[src/rtl/mem_dump_reader.sv]
// Readback engine: streams a contiguous window of data memory out over valid/ready.
// Optional running checksum of accepted words is enabled by defining MEM_DUMP_CHECKSUM_EN.
module mem_dump_reader #(
    parameter int unsigned ADDR_W = 6,
    parameter int unsigned DATA_W = 32
) (
    input  logic              clk,
    input  logic              reset,
    input  logic              start,
    input  logic [ADDR_W-1:0] base_addr,
    input  logic [ADDR_W:0]   word_count,
    output logic              busy,
    output logic              done,
    output logic              mem_rd_en,
    output logic [ADDR_W-1:0] mem_addr,
    input  logic [DATA_W-1:0] mem_rd_data,
    output logic              out_valid,
    input  logic              out_ready,
    output logic [DATA_W-1:0] out_data,
    output logic [ADDR_W-1:0] out_addr
`ifdef MEM_DUMP_CHECKSUM_EN
    ,
    output logic [DATA_W-1:0] checksum
`endif
);

    typedef enum logic [2:0] {
        IDLE,
        READ,
        WAIT,
        HOLD,
        DONE
    } state_t;

    state_t            state;
    logic [ADDR_W-1:0] cur_addr;
    logic [ADDR_W:0]   remaining;

    logic handshake_c;
    logic last_word_c;

    assign handshake_c = out_valid && out_ready;
    assign last_word_c = (remaining == (ADDR_W+1)'(1));

    // Control FSM; every output is updated here so all of them are registered.
    always_ff @(posedge clk) begin
        if (reset) begin
            state     <= IDLE;
            cur_addr  <= '0;
            remaining <= '0;
            busy      <= 1'b0;
            done      <= 1'b0;
            mem_rd_en <= 1'b0;
            mem_addr  <= '0;
            out_valid <= 1'b0;
            out_data  <= '0;
            out_addr  <= '0;
        end else begin
            case (state)
                IDLE: begin
                    done <= 1'b0;
                    if (start) begin
                        cur_addr  <= base_addr;
                        remaining <= word_count;
                        busy      <= 1'b1;
                        if (word_count == '0) begin
                            state <= DONE;
                            done  <= 1'b1;
                        end else begin
                            state     <= READ;
                            mem_rd_en <= 1'b1;
                            mem_addr  <= base_addr;
                        end
                    end
                end

                READ: begin
                    mem_rd_en <= 1'b0;
                    state     <= WAIT;
                end

                // Read data returns this cycle; capture it with its address.
                WAIT: begin
                    out_data  <= mem_rd_data;
                    out_addr  <= cur_addr;
                    out_valid <= 1'b1;
                    state     <= HOLD;
                end

                HOLD: begin
                    if (handshake_c) begin
                        out_valid <= 1'b0;
                        if (last_word_c) begin
                            state <= DONE;
                            done  <= 1'b1;
                        end else begin
                            remaining <= remaining - (ADDR_W+1)'(1);
                            cur_addr  <= cur_addr + ADDR_W'(1);
                            mem_rd_en <= 1'b1;
                            mem_addr  <= cur_addr + ADDR_W'(1);
                            state     <= READ;
                        end
                    end
                end

                DONE: begin
                    done  <= 1'b0;
                    busy  <= 1'b0;
                    state <= IDLE;
                end

                default: begin
                    state     <= IDLE;
                    busy      <= 1'b0;
                    done      <= 1'b0;
                    mem_rd_en <= 1'b0;
                    out_valid <= 1'b0;
                end
            endcase
        end
    end

`ifdef MEM_DUMP_CHECKSUM_EN
    // Running sum of accepted words; held after done until the next accepted start.
    always_ff @(posedge clk) begin
        if (reset) begin
            checksum <= '0;
        end else if (state == IDLE && start) begin
            checksum <= '0;
        end else if (state == HOLD && handshake_c) begin
            checksum <= checksum + out_data;
        end
    end
`endif

endmodule

[config.mk]
export PLATFORM = sky130hd
export DESIGN_NAME = mem_dump_reader
export DESIGN_NICKNAME = d
export VERILOG_FILES = /design/src/rtl/mem_dump_reader.sv
export SDC_FILE = /design/constraint.sdc
export NUM_CORES = 1
export LEC_CHECK = 0
export ABC_CLOCK_PERIOD_IN_PS = 5110
export BUFFER_PORTS_ARGS = -buffer_cell sky130_fd_sc_hd__buf_2
export CORE_ASPECT_RATIO = 1.5
export CORE_MARGIN = 8
export CORE_UTILIZATION = 50
export DETAILED_ROUTE_END_ITERATION = 10
export PLACE_DENSITY = 0.9
export SKIP_CTS_REPAIR_TIMING = 1
export SKIP_LAST_GASP = 1
export SYNTH_ARGS = -nofsm -noshare
export SYNTH_HDL_FRONTEND = slang
export SYNTH_SLANG_ARGS = --single-unit
[constraint.sdc]
create_clock -name clk -period 5.11 [get_ports clk]
set_clock_uncertainty 0.15 [all_clocks]
set_input_delay 0.511 -clock clk [delete_from_list [all_inputs] [get_ports clk]]
set_output_delay 0.511 -clock clk [all_outputs]
set_load 0.02 [all_outputs]
Yosys cells after proc, flatten, opt, wreduce, memory -nomap -nowiden
Index checks and enable logic that the tools add are counted.
{"block": "totals", "reg_bits": 64, "inputBits": 49, "out_inout_bits": 48, "wordCells": 71}
{"block": "classes", "addsub": 2, "n_eq_ne": 10, "n_mux": 30, "bitwise_logic": 4, "reduce_logical": 15}
{"op": "2-to-1 mux 6 bit", "n": 5}
{"op": "one-hot mux 6 bit (2 select lines)", "n": 2}
{"op": "2-to-1 mux 7 bit", "n": 3}
{"op": "one-hot mux 7 bit (2 select lines)", "n": 1}
{"op": "2-to-1 mux 3 bit", "n": 4}
{"op": "one-hot mux 3 bit (4 select lines)", "n": 1}
{"op": "2-to-1 mux 1 bit", "n": 10}
{"op": "!= test 2 bit (second input constant)", "n": 5}
{"op": "AND reduction 5 bit", "n": 2}
{"op": "one-hot mux 1 bit (3 select lines)", "n": 3}
{"op": "== test 7 x 1 -> 1 bit (second input constant)", "n": 1}
{"op": "logical NOT 7 bit", "n": 1}
{"op": "subtractor 7 x 1 -> 7 bit (second input constant)", "n": 1}
{"op": "adder 6 x 1 -> 6 bit (second input constant)", "n": 1}
{"op": "== test 3 x 2 -> 1 bit (second input constant)", "n": 2}
{"op": "AND reduction 2 bit", "n": 3}
{"op": "OR reduction 3 bit", "n": 2}
{"op": "inverter 1 bit", "n": 4}
{"op": "AND reduction 4 bit", "n": 1}
{"op": "OR reduction 2 bit", "n": 2}
{"op": "== test 3 x 1 -> 1 bit (second input constant)", "n": 1}
{"op": "== test 3 bit (second input constant)", "n": 1}
{"op": "logical NOT 3 bit", "n": 1}
{"op": "AND reduction 3 bit", "n": 1}
{"op": "3 further kinds", "n": 3}

Longest topological paths before layout
{"block": "depth", "ltp_word": 4, "mapped_depth": 8, "ltp_nobuf": 6}

Least setup slack after synthesis
OpenSTA, ideal clock, no wires.
{"block": "synth_path", "kind": "input to register", "from": "input word_count[3]", "to": "register mem_addr[0]", "setup_ns": 0.136, "t_arrival_ns": 1.753, "required_ns": 4.824, "slack_ns": 3.071, "path_stages": 6, "n_path_buf": 1, "cell_sequence": "or4_4 -> nor4_4 -> o2bb2ai_4 -> or2_1 -> buf_6 -> a211oi_1"}
{"block": "synth_via", "elab_chain_len": 3}
{"item": "from (decl)", "line": "11", "text": "input logic [ADDR_W:0] word_count,"}
{"item": "logical NOT 7 bit", "line": "66", "text": "if (word_count == '0) begin"}
{"item": "!= test 2 bit (no line)"}
{"item": "AND reduction 5 bit (no line)"}
{"item": "to (signal assigned)", "line": "72", "text": "mem_addr <= base_addr;"}
{"item": "to (signal assigned)", "line": "100", "text": "mem_addr <= cur_addr + ADDR_W'(1);"}
{"item": "to (decl)", "line": "15", "text": "output logic [ADDR_W-1:0] mem_addr,"}
Every way passes these cells.
A chain may end at the register's enable or synchronous reset.

Worst setup path after layout
{"block": "layout_path", "from": "register state[2]", "to": "register mem_addr[5]"}
{"block": "layout_via", "elab_chain_len": 3, "word_cells_on_any_way": 9, "cone_classes": "eq/ne: 5; mux: 1; reduce/logical: 3"}
{"item": "from (decl)", "line": "35", "text": "state_t state;"}
{"item": "from (signal assigned)", "line": "48", "text": "state <= IDLE;"}
{"item": "from (signal assigned)", "line": "67", "text": "state <= DONE;"}
{"item": "from (signal assigned)", "line": "70", "text": "state <= READ;"}
{"item": "== test 3 x 2 -> 1 bit / logical NOT 3 bit (equally long branches)", "line": "59", "text": "case (state)"}
{"item": "!= test 2 bit (no line) / nonzero test 2 bit (equally long branches)"}
{"item": "AND reduction 5 bit (no line)"}
Parallel ways exist; a longest one is shown, timed or not.

==> metrics.yaml <==
status: "completed"
rows: 33
clock_power_share_pct: 30.8
maxCapViolCount: 0
fin_crit_sh_pct: 49.4
power.density_mw_per_mm2: 415
core_area_mm2: 0.00541
grt_overflow: 0
drt-total-wl_um: 7510
drive_gt1_share_pct: 28.4
relSlewSlack_pct: 36.0
vias: 2745
grt_usage_pct: 18.3
endpoint_kind: "flop"
r2r_slack_ns: 2.58
firstDrtPassIters: 4
tns_ns: 0
arrival_ns: 2.61
netlist_area_mm2: 0.00278
worstReg2RegEnd: "mem_addr[5]$_SDFFE_PP0P_"
crit_path_start_kind: "flop"
ir_drop_v: 0.000209
clock_sinks: 64
synth_edf_count: 0
die_w_um: 76.9
cts_made_buffers: 9
synth_top_cell_by_area: "dfxtp_1"
crit_type: "flop to flop"
synth_top_area_share_pct: 46.0
async_flop_share_pct: 0
cellLeakagePower_nw: 1.48
htree_levels: 3
ys_types: 52
gp_congestion: 0.898
max_freq_mhz: 396
setup_violations: 0
multi_input_area_mm2: 0.00135
fill_cells: 492
cp_max_fo: 24
yosys-top-cells-area: "dfxtp_1 46%, nand2_1 13%, a21oi_1 10%"
seq_area_frac_synth_pct: 46.0
io_pins: 97
drc: 0
combPwrFrac_pct: 26.2
reg2reg_from: "state[2]$_SDFFE_PP0P_"
grt_start_max_net_pins: 64
worst_pin_slew_ns: 0.957
post-place-ws_ns: 2.63
clk_pin_slew_ns: 0.07
hold_depth: 3
yosys_warnings: 0
finalHoldViolCount: 0
drt_iter0_markers: 156
antennaDiodeCount: 0
finalNetCount: 484
grt_pass1_wl_um: 12400
dp_hpwl_um: 5440
synth_ff_type: "dfxtp_1"
period_minus_slack_ns: 2.53
area_growth_pct: 24.1
cts_tree: "built"
final_core_util_pct: 63.9
initial_core_util_pct: 51.5
cp.required_ns: 5.20
maxSlewViolCount: 0
detail-route-antenna-nets: 0
worst_slack_ns: 2.58
layout.area.seq_mm2: 0.00128
cts-root-buf: "clkbuf_8"
routed_via_density: 5.41
synth_cells: 347
clock_path_buffers: 2
ys_seq_elements: 64
rsz0062_at_grt: "no"
grt_pass1_vias: 2710
die_y_um: 107
syn_avg_cell_area_um2: 8.02
portBuffers: 96
r2r_cells: 4
min_path_type: "input port to flop"
die-area_mm2: 0.00826
p_int_mw: 0.947
min_to: "out_data[8]$_SDFFE_PP0P_"
swShare_pct: 33.9
clock_latency_ns: 0.33
cp-startpoint: "state[2]$_SDFFE_PP0P_"
whs_ns: 0.263
worstHoldStart: "mem_rd_data[8]"
wire_per_inst_um: 14.8
p_switching_mw: 0.487
antenna_found_initial: 0
syn-num-nets: 399
seq_power_share_pct: 43.0
==> layout by cell type (no fill, tap or decap), drive strengths merged, types with 6 or more instances in the layout <==
master / count
buf: 99
nand2: 96
dfxtp: 64
a21oi: 58
nor2: 18
o21ai: 12
clkbuf: 12
inv: 7
nor3: 7
nand3: 6
==> cells in the mapped netlist, types with 2 or more instances <==
master,count
inv_1,7
nand3b_1,2
a211oi_1,3
dfxtp_1,64
ha_1,3
a31o_1,3
a21oi_1,58
mux2i_1,2
o22ai_1,2
nor4_1,2
nor2_1,18
buf_6,4
xnor2_1,4
o21ai_0,12
a221oi_1,2
nand2_1,96
clkbuf_1,13
o211ai_1,2
nor4b_1,2
buf_2,6
nand3_1,6
nor3_1,6
==> power by group through the flow <==
stage / combinational, mW / clock (mW) / sequential, mW
floorplan: 0.230 / 0 / 0.665
global placement: 0.367 / 0 / 0.622
detailed placement: 0.376 / 0 / 0.626
CTS: 0.378 / 0.453 / 0.615
global route: 0.415 / 0.478 / 0.624
finish: 0.376 / 0.441 / 0.616
==> worst max-delay path by stage <==
stage	to	slack [ns]	depth (start not counted)
after floorplan	mem_addr[0]$_SDFFE_PP0P_	3.07	6
after global placement	mem_addr[5]$_SDFFE_PP0P_	2.68	4
after detailed placement	mem_addr[5]$_SDFFE_PP0P_	2.63	4
after CTS	mem_addr[5]$_SDFFE_PP0P_	2.61	4
after global routing	mem_addr[5]$_SDFFE_PP0P_	2.40	4
final	mem_addr[5]$_SDFFE_PP0P_	2.58	4
==> registers in the layout, indices dropped and copies added (netlist names) <==
signal / cells
out_addr: 6
mem_addr: 6
state: 3
mem_rd_en: 1
cur_addr: 6
busy: 1
remaining: 7
out_data: 32
done: 1
out_valid: 1
==> metrics by stage <==
step / std cells / cell area [um^2] / power [mW]
floorplan: 347 / 2780 / 0.895
global placement: 491 / 3250 / 0.989
detailed placement: 491 / 3250 / 1.00
CTS: 507 / 3450 / 1.45
global route: 507 / 3450 / 1.52
finish: 507 / 3450 / 1.43
==> final cells by class <==
type	count	area share, %
Clock buffer	12	4.49
Clock inverter	4	1.52
Inverter	7	0.761
Multi-Input combinational cell	251	39.0
Sequential cell	64	37.1
Tap cell	70	2.54
Timing Repair Buffer	99	14.6
==> cells by family (layout without fill, tap and decap cells) <==
logic type	after synthesis	after routing	synth area share, %
AND/OR/NAND/NOR	146	146	23.7
AO/OA/AOI/OAI	96	96	21.3
flip-flops	64	64	46.0
buffers and inverters	32	122	5.71
XOR/XNOR	4	4	1.26
adder cells (fa/ha/maj)	3	3	1.35
multiplexers	2	2	0.719
==> critical path, cell delays in order (launching register included) <==
cell,delay [ns]
dfxtp_1,0.68
nand3b_1,0.76
o2bb2ai_4,0.19
or2_1,0.35
o41ai_2,0.31
==> layer usage <==
| layer | wire length, um | up-vias | GRT usage [%] |
|---|---|---|---|
| li1 | - | 1361 | - |
| met1 | 2750 | 1257 | 17.8 |
| met2 | 4000 | 105 | 33.2 |
| met3 | 552 | 22 | 5.94 |
| met4 | 210 | 0 | 10.2 |
| met5 | 0 | - | 0 |
Power figures use the tool's default switching activity.
